===== src/rtl/sad_pkg.sv =====
// Shared types and sizing for the block-matching SAD cost path.
// Provides default widths, accumulator sizing helper and output FSM states.
package sad_pkg;

   localparam int SAD_DATA_W    = 9;
   localparam int SAD_BLOCK_LEN = 16;

   // Accumulator width that can never overflow for a full block.
   function automatic int sad_acc_w(input int data_w, input int block_len);
      return data_w + $clog2(block_len);
   endfunction

   typedef enum logic {
      SAD_ACCUM = 1'b0,
      SAD_FULL  = 1'b1
   } sad_state_e;

endpackage


===== src/rtl/sad_out_reg.sv =====
// Result holding register with valid/ready and load-while-draining.
// Ports: clk, rst_n, load_i/load_data_i (new result), out_valid_o/out_ready_i/out_data_o.
module sad_out_reg
   import sad_pkg::*;
#(
   parameter int W = 13
) (
   input  logic         clk,
   input  logic         rst_n,
   input  logic         load_i,
   input  logic [W-1:0] load_data_i,
   output logic         out_valid_o,
   input  logic         out_ready_i,
   output logic [W-1:0] out_data_o
);

   sad_state_e   state_q;
   logic         valid_q;
   logic [W-1:0] data_q;

   // The producer only loads while the slot is empty or draining this
   // cycle, so a load in FULL always replaces a consumed result.
   always_ff @(posedge clk or negedge rst_n) begin
      if (!rst_n) begin
         state_q <= SAD_ACCUM;
         valid_q <= 1'b0;
         data_q  <= '0;
      end else begin
         unique case (state_q)
            SAD_ACCUM: begin
               if (load_i) begin
                  state_q <= SAD_FULL;
                  valid_q <= 1'b1;
                  data_q  <= load_data_i;
               end
            end
            SAD_FULL: begin
               if (load_i) begin
                  data_q <= load_data_i;
               end else if (out_ready_i) begin
                  state_q <= SAD_ACCUM;
                  valid_q <= 1'b0;
               end
            end
            default: begin
               state_q <= SAD_ACCUM;
               valid_q <= 1'b0;
            end
         endcase
      end
   end

   assign out_valid_o = valid_q;
   assign out_data_o  = data_q;

endmodule


===== src/rtl/sad_accum.sv =====
// Streaming block SAD accumulator fed by abs_diff, with valid/ready output.
// Ports: clk, rst_n, clear, in_valid/in_ready/in_diff, out_valid/out_ready/out_sad, out_blk_cnt.
module sad_accum
   import sad_pkg::*;
#(
   parameter int DATA_W    = SAD_DATA_W,
   parameter int BLOCK_LEN = SAD_BLOCK_LEN,
   parameter int ACC_W     = sad_acc_w(DATA_W, BLOCK_LEN)
) (
   input  logic              clk,
   input  logic              rst_n,
   input  logic              clear,
   input  logic              in_valid,
   output logic              in_ready,
   input  logic [DATA_W-1:0] in_diff,
   output logic              out_valid,
   input  logic              out_ready,
   output logic [ACC_W-1:0]  out_sad,
   output logic [7:0]        out_blk_cnt
);

   localparam int CNT_W = $clog2(BLOCK_LEN);
   localparam logic [CNT_W-1:0] CNT_LAST = CNT_W'(BLOCK_LEN - 1);

   logic [ACC_W-1:0] acc_q, acc_d;
   logic [CNT_W-1:0] cnt_q, cnt_d;
   logic [7:0]       blk_q, blk_d;
   logic [ACC_W-1:0] sum;
   logic             accept;
   logic             last;

   // Stall only while a finished result sits unconsumed.
   assign in_ready = ~(out_valid & ~out_ready);
   assign accept   = in_valid & in_ready;
   assign last     = accept & ~clear & (cnt_q == CNT_LAST);
   assign sum      = acc_q + ACC_W'(in_diff);

   always_comb begin
      acc_d = acc_q;
      cnt_d = cnt_q;
      blk_d = blk_q;
      if (clear) begin
         acc_d = '0;
         cnt_d = '0;
      end else if (accept) begin
         acc_d = last ? '0 : sum;
         cnt_d = cnt_q + 1'b1;
      end
      if (last) begin
         blk_d = blk_q + 8'd1;
      end
   end

   always_ff @(posedge clk or negedge rst_n) begin
      if (!rst_n) begin
         acc_q <= '0;
         cnt_q <= '0;
         blk_q <= '0;
      end else begin
         acc_q <= acc_d;
         cnt_q <= cnt_d;
         blk_q <= blk_d;
      end
   end

   sad_out_reg #(
      .W(ACC_W)
   ) u_out (
      .clk        (clk),
      .rst_n      (rst_n),
      .load_i     (last),
      .load_data_i(sum),
      .out_valid_o(out_valid),
      .out_ready_i(out_ready),
      .out_data_o (out_sad)
   );

   assign out_blk_cnt = blk_q;

endmodule

===== config.mk =====
export PLATFORM = sky130hd
export DESIGN_NAME = sad_accum
export DESIGN_NICKNAME = d
export VERILOG_FILES = /design/src/rtl/sad_pkg.sv /design/src/rtl/sad_out_reg.sv /design/src/rtl/sad_accum.sv
export SDC_FILE = /design/constraint.sdc
export NUM_CORES = 1
export LEC_CHECK = 0
export ABC_CLOCK_PERIOD_IN_PS = 5200
export BUFFER_PORTS_ARGS = -buffer_cell sky130_fd_sc_hd__clkbuf_2
export CAP_MARGIN = 30
export CORE_ASPECT_RATIO = 1.2
export CORE_MARGIN = 4
export CORE_UTILIZATION = 50
export CTS_CLUSTER_SIZE = 16
export DETAILED_ROUTE_END_ITERATION = 7
export PLACE_DENSITY = 0.78
export SETUP_SLACK_MARGIN = 0.1
export SLEW_MARGIN = 10
export SYNTH_ARGS = -nofsm -noshare
export SYNTH_HDL_FRONTEND = slang
export SYNTH_HIERARCHICAL = 1
export SYNTH_SLANG_ARGS = --single-unit

===== constraint.sdc =====
create_clock -name clk -period 5.2 [get_ports clk]
set_input_delay 1.3 -clock clk [delete_from_list [all_inputs] [get_ports clk]]
set_output_delay 1.3 -clock clk [all_outputs]
set_load 0.1 [all_outputs]

# --- Yosys cells after proc, flatten, opt, wreduce, memory -nomap -nowiden ---
# Cells that the tools add are included.
classes:
  addsub: 3
  n_mul: 0
  div_mod_pow: 0
  magnitude_cmp: 0
  n_eq_ne: 4
  shift: 0
  muxes: 14
  bitwise: 8
  n_reduce_logical: 2
op_table:
  columns: ["op", "n"]
  rows:
  - ["13-bit two-way mux", 4]
  - ["13-bit by 9-bit adder with 13-bit output", 1]
  - ["8-bit by 1-bit adder with 8-bit output, second input constant", 1]
  - ["4-bit two-way mux", 2]
  - ["1-bit two-way mux", 6]
  - ["2-bit inequality test, second input constant", 3]
  - ["4-bit by 1-bit adder with 4-bit output, second input constant", 1]
  - ["1-bit AND", 4]
  - ["4-bit equality test, second input constant", 1]
  - ["1-bit inverter", 4]
  - ["1-bit one-hot mux with 2 select lines", 2]
  - ["3-bit AND reduction", 1]
  - ["2-bit nonzero test", 1]
totals:
  register_bits: 40
  latch_bits: 0
  ram_bits: 0
  rom_bits: 0
  input_bits: 14
  wordCells: 37
  mem_count: 0

# --- Longest topological paths before layout ---
logic_depth:
  depth_word: 9
  depth_mapped: 9
  ltp_nobuf: 9

# --- Modules after synthesis ---
# The synthesis kept the hierarchy.
modules_own_cells:
  columns: ["module", "instances", "cells_per_inst", "area_each_um2"]
  rows:
  - ["sad_accum", 1, 170, 1640.3]
  - ["sad_out_reg", 1, 36, 624.3]

# --- Worst setup path after synthesis ---
# No wires, ideal clock.
synth_timing:
  path_kind: "input-to-output"
  startpoint: "in out_ready"
  endpoint: "out in_ready"
  arrival_time_ns: 1.962
  setup_slack_ns: 1.938
  cell_stages: 2
  cell_sequence: "nor2b_2 inv_1"
synth_between:
  elab_chain_len: 3
synth_lines:
  columns: ["item", "line_no", "text"]
  rows:
  - ["start: declaration", "sad_accum.sv:17", "input logic out_ready,"]
  - ["1-bit inverter", "sad_accum.sv:33", "assign in_ready = ~(out_valid & ~out_ready);"]
  - ["1-bit AND", "sad_accum.sv:33", null]
  - ["1-bit inverter", "sad_accum.sv:33", null]
  - ["end: declaration", "sad_accum.sv:14", "output logic in_ready,"]
# Every way passes these cells.

# --- Worst setup path in the final report ---
# Ends and elaborated chain as after synthesis.

==> reports/metrics.csv <==
stage;metric;value;unit
status;status;completed;
finish;post-route-util;60.1;%
cts;cts-buffers-inserted;5;
logic_synthesis;synth.avg_cell_area;11.0;um^2
finish;antenna_cells;0;
cts;h-tree-depth;2;
worst_setup_path;timing.rr.start;acc_q[0];
finish;fin_nets;270;
worst_setup_path;critical_path_maximum_fanout;5;
cts;cts.path.max_buffers;2;
logic_synthesis;synth.distinct_cells;52;
worst_setup_path;cp.depth;4;
routing;viasPerCell;5.38;
worst_setup_path;crit_path_start_kind;input port;
logic_synthesis;yosys.area_share.xor_xnor;7.35;%
floorplan;rows;26;
timing;slew_limit_headroom;44.2;%
finish;final_cell_mix;sky130_fd_sc_hd__dfrtp_1, sky130_fd_sc_hd__clkbuf_2, sky130_fd_sc_hd__nand2_1;
floorplan;floorplan.die.height;81.7;um
place;place_worst_setup_slack;1.73;ns
cts;post-cts-setup-buffers;0;
power_and_ir_drop;irDropWorstVdd;0.207;mV
logic_synthesis;async_reset_ff_share;100;%
worst_setup_path;worst_setup_path_start;out_ready;
worst_setup_path;cpMaxStageDelayCell;sky130_fd_sc_hd__clkbuf_2;
floorplan;coreArea;4330;um^2
place;placed_cell_area;2480;um^2
place;dp.final_hpwl;3270;um
worst_setup_path;timing.critical_path.arrival;2.17;ns
timing;finalSetupTns;0;ns
finish;drive_above_1_share;29.0;%
timing;setup_viol;0;
routing;initialDrtViolationCount;84;
worst_setup_path;critical_path.most_common_cell;sky130_fd_sc_hd__clkbuf_2;
floorplan;floorplan.io_pins;37;
run;timing.max_cap.violations;0;
cts;post_cts_hold_buffer_count;0;
global_routing;grt_pass1_vias;1679;
routing;detail_route.first_pass.iterations;4;
logic_synthesis;synth_mux_area_share;8.73;%
global_routing;grt_remaining_overflow;0;
finish;layout.cell_area.non_filler;2600;um^2
timing;layout_worst_path_cycle_share;66.7;%
global_routing;wire_length_of_the_first_global_routing_pass;7790;um
logic_synthesis;yosys_most_used_dff;sky130_fd_sc_hd__dfrtp_1;
timing;report.final.hold_viol_count;0;
timing;finalHoldWorstSlack;0.485;ns
timing;finalWorstSetupSlack;1.73;ns
routing;wire_length_per_cell_after_detailed_routing;14.8;um
min_path;hp-class;reg -> reg;
place;placement.io_buffers;36;
worst_setup_path;timing.reg2reg.worst_path_depth;9;
worst_setup_path;critical_path_buf_inv_count;3;
logic_synthesis;synth_seq_area_share;44.2;%
logic_synthesis;synthesis.yosys.warnings;6;
worst_setup_path;setup.worst_path.end;in_ready;
finish;layout_commonest_cell;sky130_fd_sc_hd__dfrtp_1;
logic_synthesis;postSynthCellCount;206;
cts;cts_resized;0;
timing;timing_limited_maximum_frequency;288;MHz
floorplan;die-area;5670;um^2
worst_setup_path;setup.worst_path.end_class;output pin;
worst_setup_path;critPathKind;in -> out;
cts;clock_latency;0.30;ns
routing;ant_nets;0;
cts;clockRootBuffer;sky130_fd_sc_hd__clkbuf_8;
global_routing;globalRouteTotalUtil;17.6;%
worst_setup_path;crit-reg2reg-capture;u_out/out_data_o[12];
logic_synthesis;synth_top_family_by_area;compound AO/OA/AOI/OAI gates;
timing;post_layout_minimum_cycle_time;3.47;ns
finish;flow.area_growth_from_synthesis;14.8;%
timing;rsz_0062_raised_after_global_routing;false;
timing;pins_over_slew_limit;0;
worst_setup_path;critical-path-top-delay-family;buffers and inverters;
logic_synthesis;post_synth_fa_ha_maj_area_fraction;6.96;%
floorplan;die_x;69.4;um
timing;fin_skew;0.0119;ns
floorplan;initial_utilization;52.3;%
cts;clock_sink_count;40;
place;gpl.final_weighted_congestion;0.828;
worst_setup_path;cp_data_required_time;3.90;ns
routing;detail_route.drc_violations;0;
logic_synthesis;synth.cell_area;2260;um^2
cts;path_clk_slew;0.09;ns
logic_synthesis;share_of_the_synthesized_area_in_compound_gates_ao_oa_aoi_oai;14.4;%
logic_synthesis;yosys.area_share.simple;13.8;%
worst_setup_path;ff2ff_setup_slack;2.94;ns
global_routing;number_of_antenna_violations_at_the_first_check_in_global_routing;0;
global_routing;largest_net_degree_at_the_start_of_global_routing;33;
logic_synthesis;synth-edff-count;0;
logic_synthesis;ys_seq_elements;40;
worst_setup_path;crit_path_max_incr_delay;0.38;ns
power_and_ir_drop;p_per_area;301;nW/um^2
routing;routed_wl;4440;um
routing;detailroute.via_count;1618;
cts;clock_tree_from_tritoncts;done;
timing;worst_slew_pin_slew;0.834;ns
logic_synthesis;synthesized_nets;232;
worst_setup_path;critical_path.cell_chain;clkbuf_2 > nor2b_2 > inv_1 > clkbuf_2;
power_and_ir_drop;power.leakage;1.29;nW
synthesized netlist by cell type, drive strengths merged (4+ instances only):
| cell type | count | area (um^2) |
|---|---|---|
| nor2 | 12 | 47.6 |
| xnor2 | 13 | 114 |
| xor2 | 6 | 52.6 |
| a21o | 5 | 38.8 |
| a22o | 6 | 52.6 |
| nand4 | 7 | 43.8 |
| o21ai | 11 | 55.1 |
| mux2 | 14 | 188 |
| dfrtp | 40 | 1000 |
| nand2 | 17 | 63.8 |
| a21oi | 8 | 40.0 |
| inv | 10 | 37.5 |
| buf | 6 | 58.8 |
| ha | 11 | 138 |
| and3 | 5 | 36.3 |
| nand3 | 4 | 20.0 |
final cells by class:
| type | instances | area [um^2] |
|---|---|---|
| Clock inverter | 3 | 46.3 |
| Sequential cell | 40 | 1000 |
| Inverter | 10 | 37.5 |
| Tap cell | 56 | 70.1 |
| Multi-Input combinational cell | 148 | 1160 |
| Timing Repair Buffer | 39 | 215 |
| Fill cell | 368 | 1730 |
| Clock buffer | 5 | 68.8 |
flip-flops by register name (all words and copies together) (netlist names):
signal and flops:
acc_q 13, u_out/out_data_o 13, out_blk_cnt 8, cnt_q 4
u_out/out_valid_o 1, u_out/state_q 1
through the flow:
step / std cells / power, mW
2_1_floorplan: 206 / 0.481
3_3_place_gp: 292 / 0.514
3_5_place_dp: 293 / 0.519
4_1_cts: 301 / 0.789
5_1_grt: 301 / 0.822
6_report: 301 / 0.782
routing by layer:
| layer | wire [um] | track usage [%] | vias to the layer above |
|---|---|---|---|
| met3 | 182 | 4.28 | 9 |
| met1 | 2000 | 22.5 | 764 |
| li1 | - | - | 816 |
| met5 | 0 | 0 | - |
| met2 | 2170 | 28.4 | 29 |
| met4 | 89 | 8.01 | 0 |
logic make-up (layout without fill, tap and decap cells):
group | after synthesis | count (layout)
compound gates | 45 | 45
xor+xnor | 19 | 19
fa+ha+maj | 12 | 12
buf+inv | 18 | 57
flops | 40 | 40
mux | 15 | 15
simple gates | 57 | 57
worst reg2reg max path: cells and delay by family, from the launching register on:
kind | cells | cell delay, ns
adders and majority gates | 2 | 0.61
and+or+nand+nor | 1 | 0.16
DFF | 1 | 0.36
muxes | 1 | 0.26
buffers and inverters | 1 | 0.07
AOI/OAI and AO/OA | 3 | 0.55
xor gates and xnor gates | 1 | 0.14
how the worst min path moves through the flow:
stage | end | slack (ns) | startpoint | cells after the start
2_1_floorplan | u_out/out_valid_o | 0.45 | u_out/state_q | 1
3_3_place_gp | out_blk_cnt[7] | 0.46 | out_blk_cnt[7] | 1
3_5_place_dp | out_blk_cnt[7] | 0.47 | out_blk_cnt[7] | 1
4_1_cts | out_blk_cnt[7] | 0.48 | out_blk_cnt[7] | 1
5_1_grt | out_blk_cnt[7] | 0.51 | out_blk_cnt[7] | 1
6_report | out_blk_cnt[7] | 0.48 | out_blk_cnt[7] | 1
where the power goes:
| group | switching [mW] | internal [mW] |
|---|---|---|
| registers | 0.0107 | 0.326 |
| logic | 0.113 | 0.0627 |
| clock network | 0.125 | 0.145 |
Power figures use the tool's default switching activity.
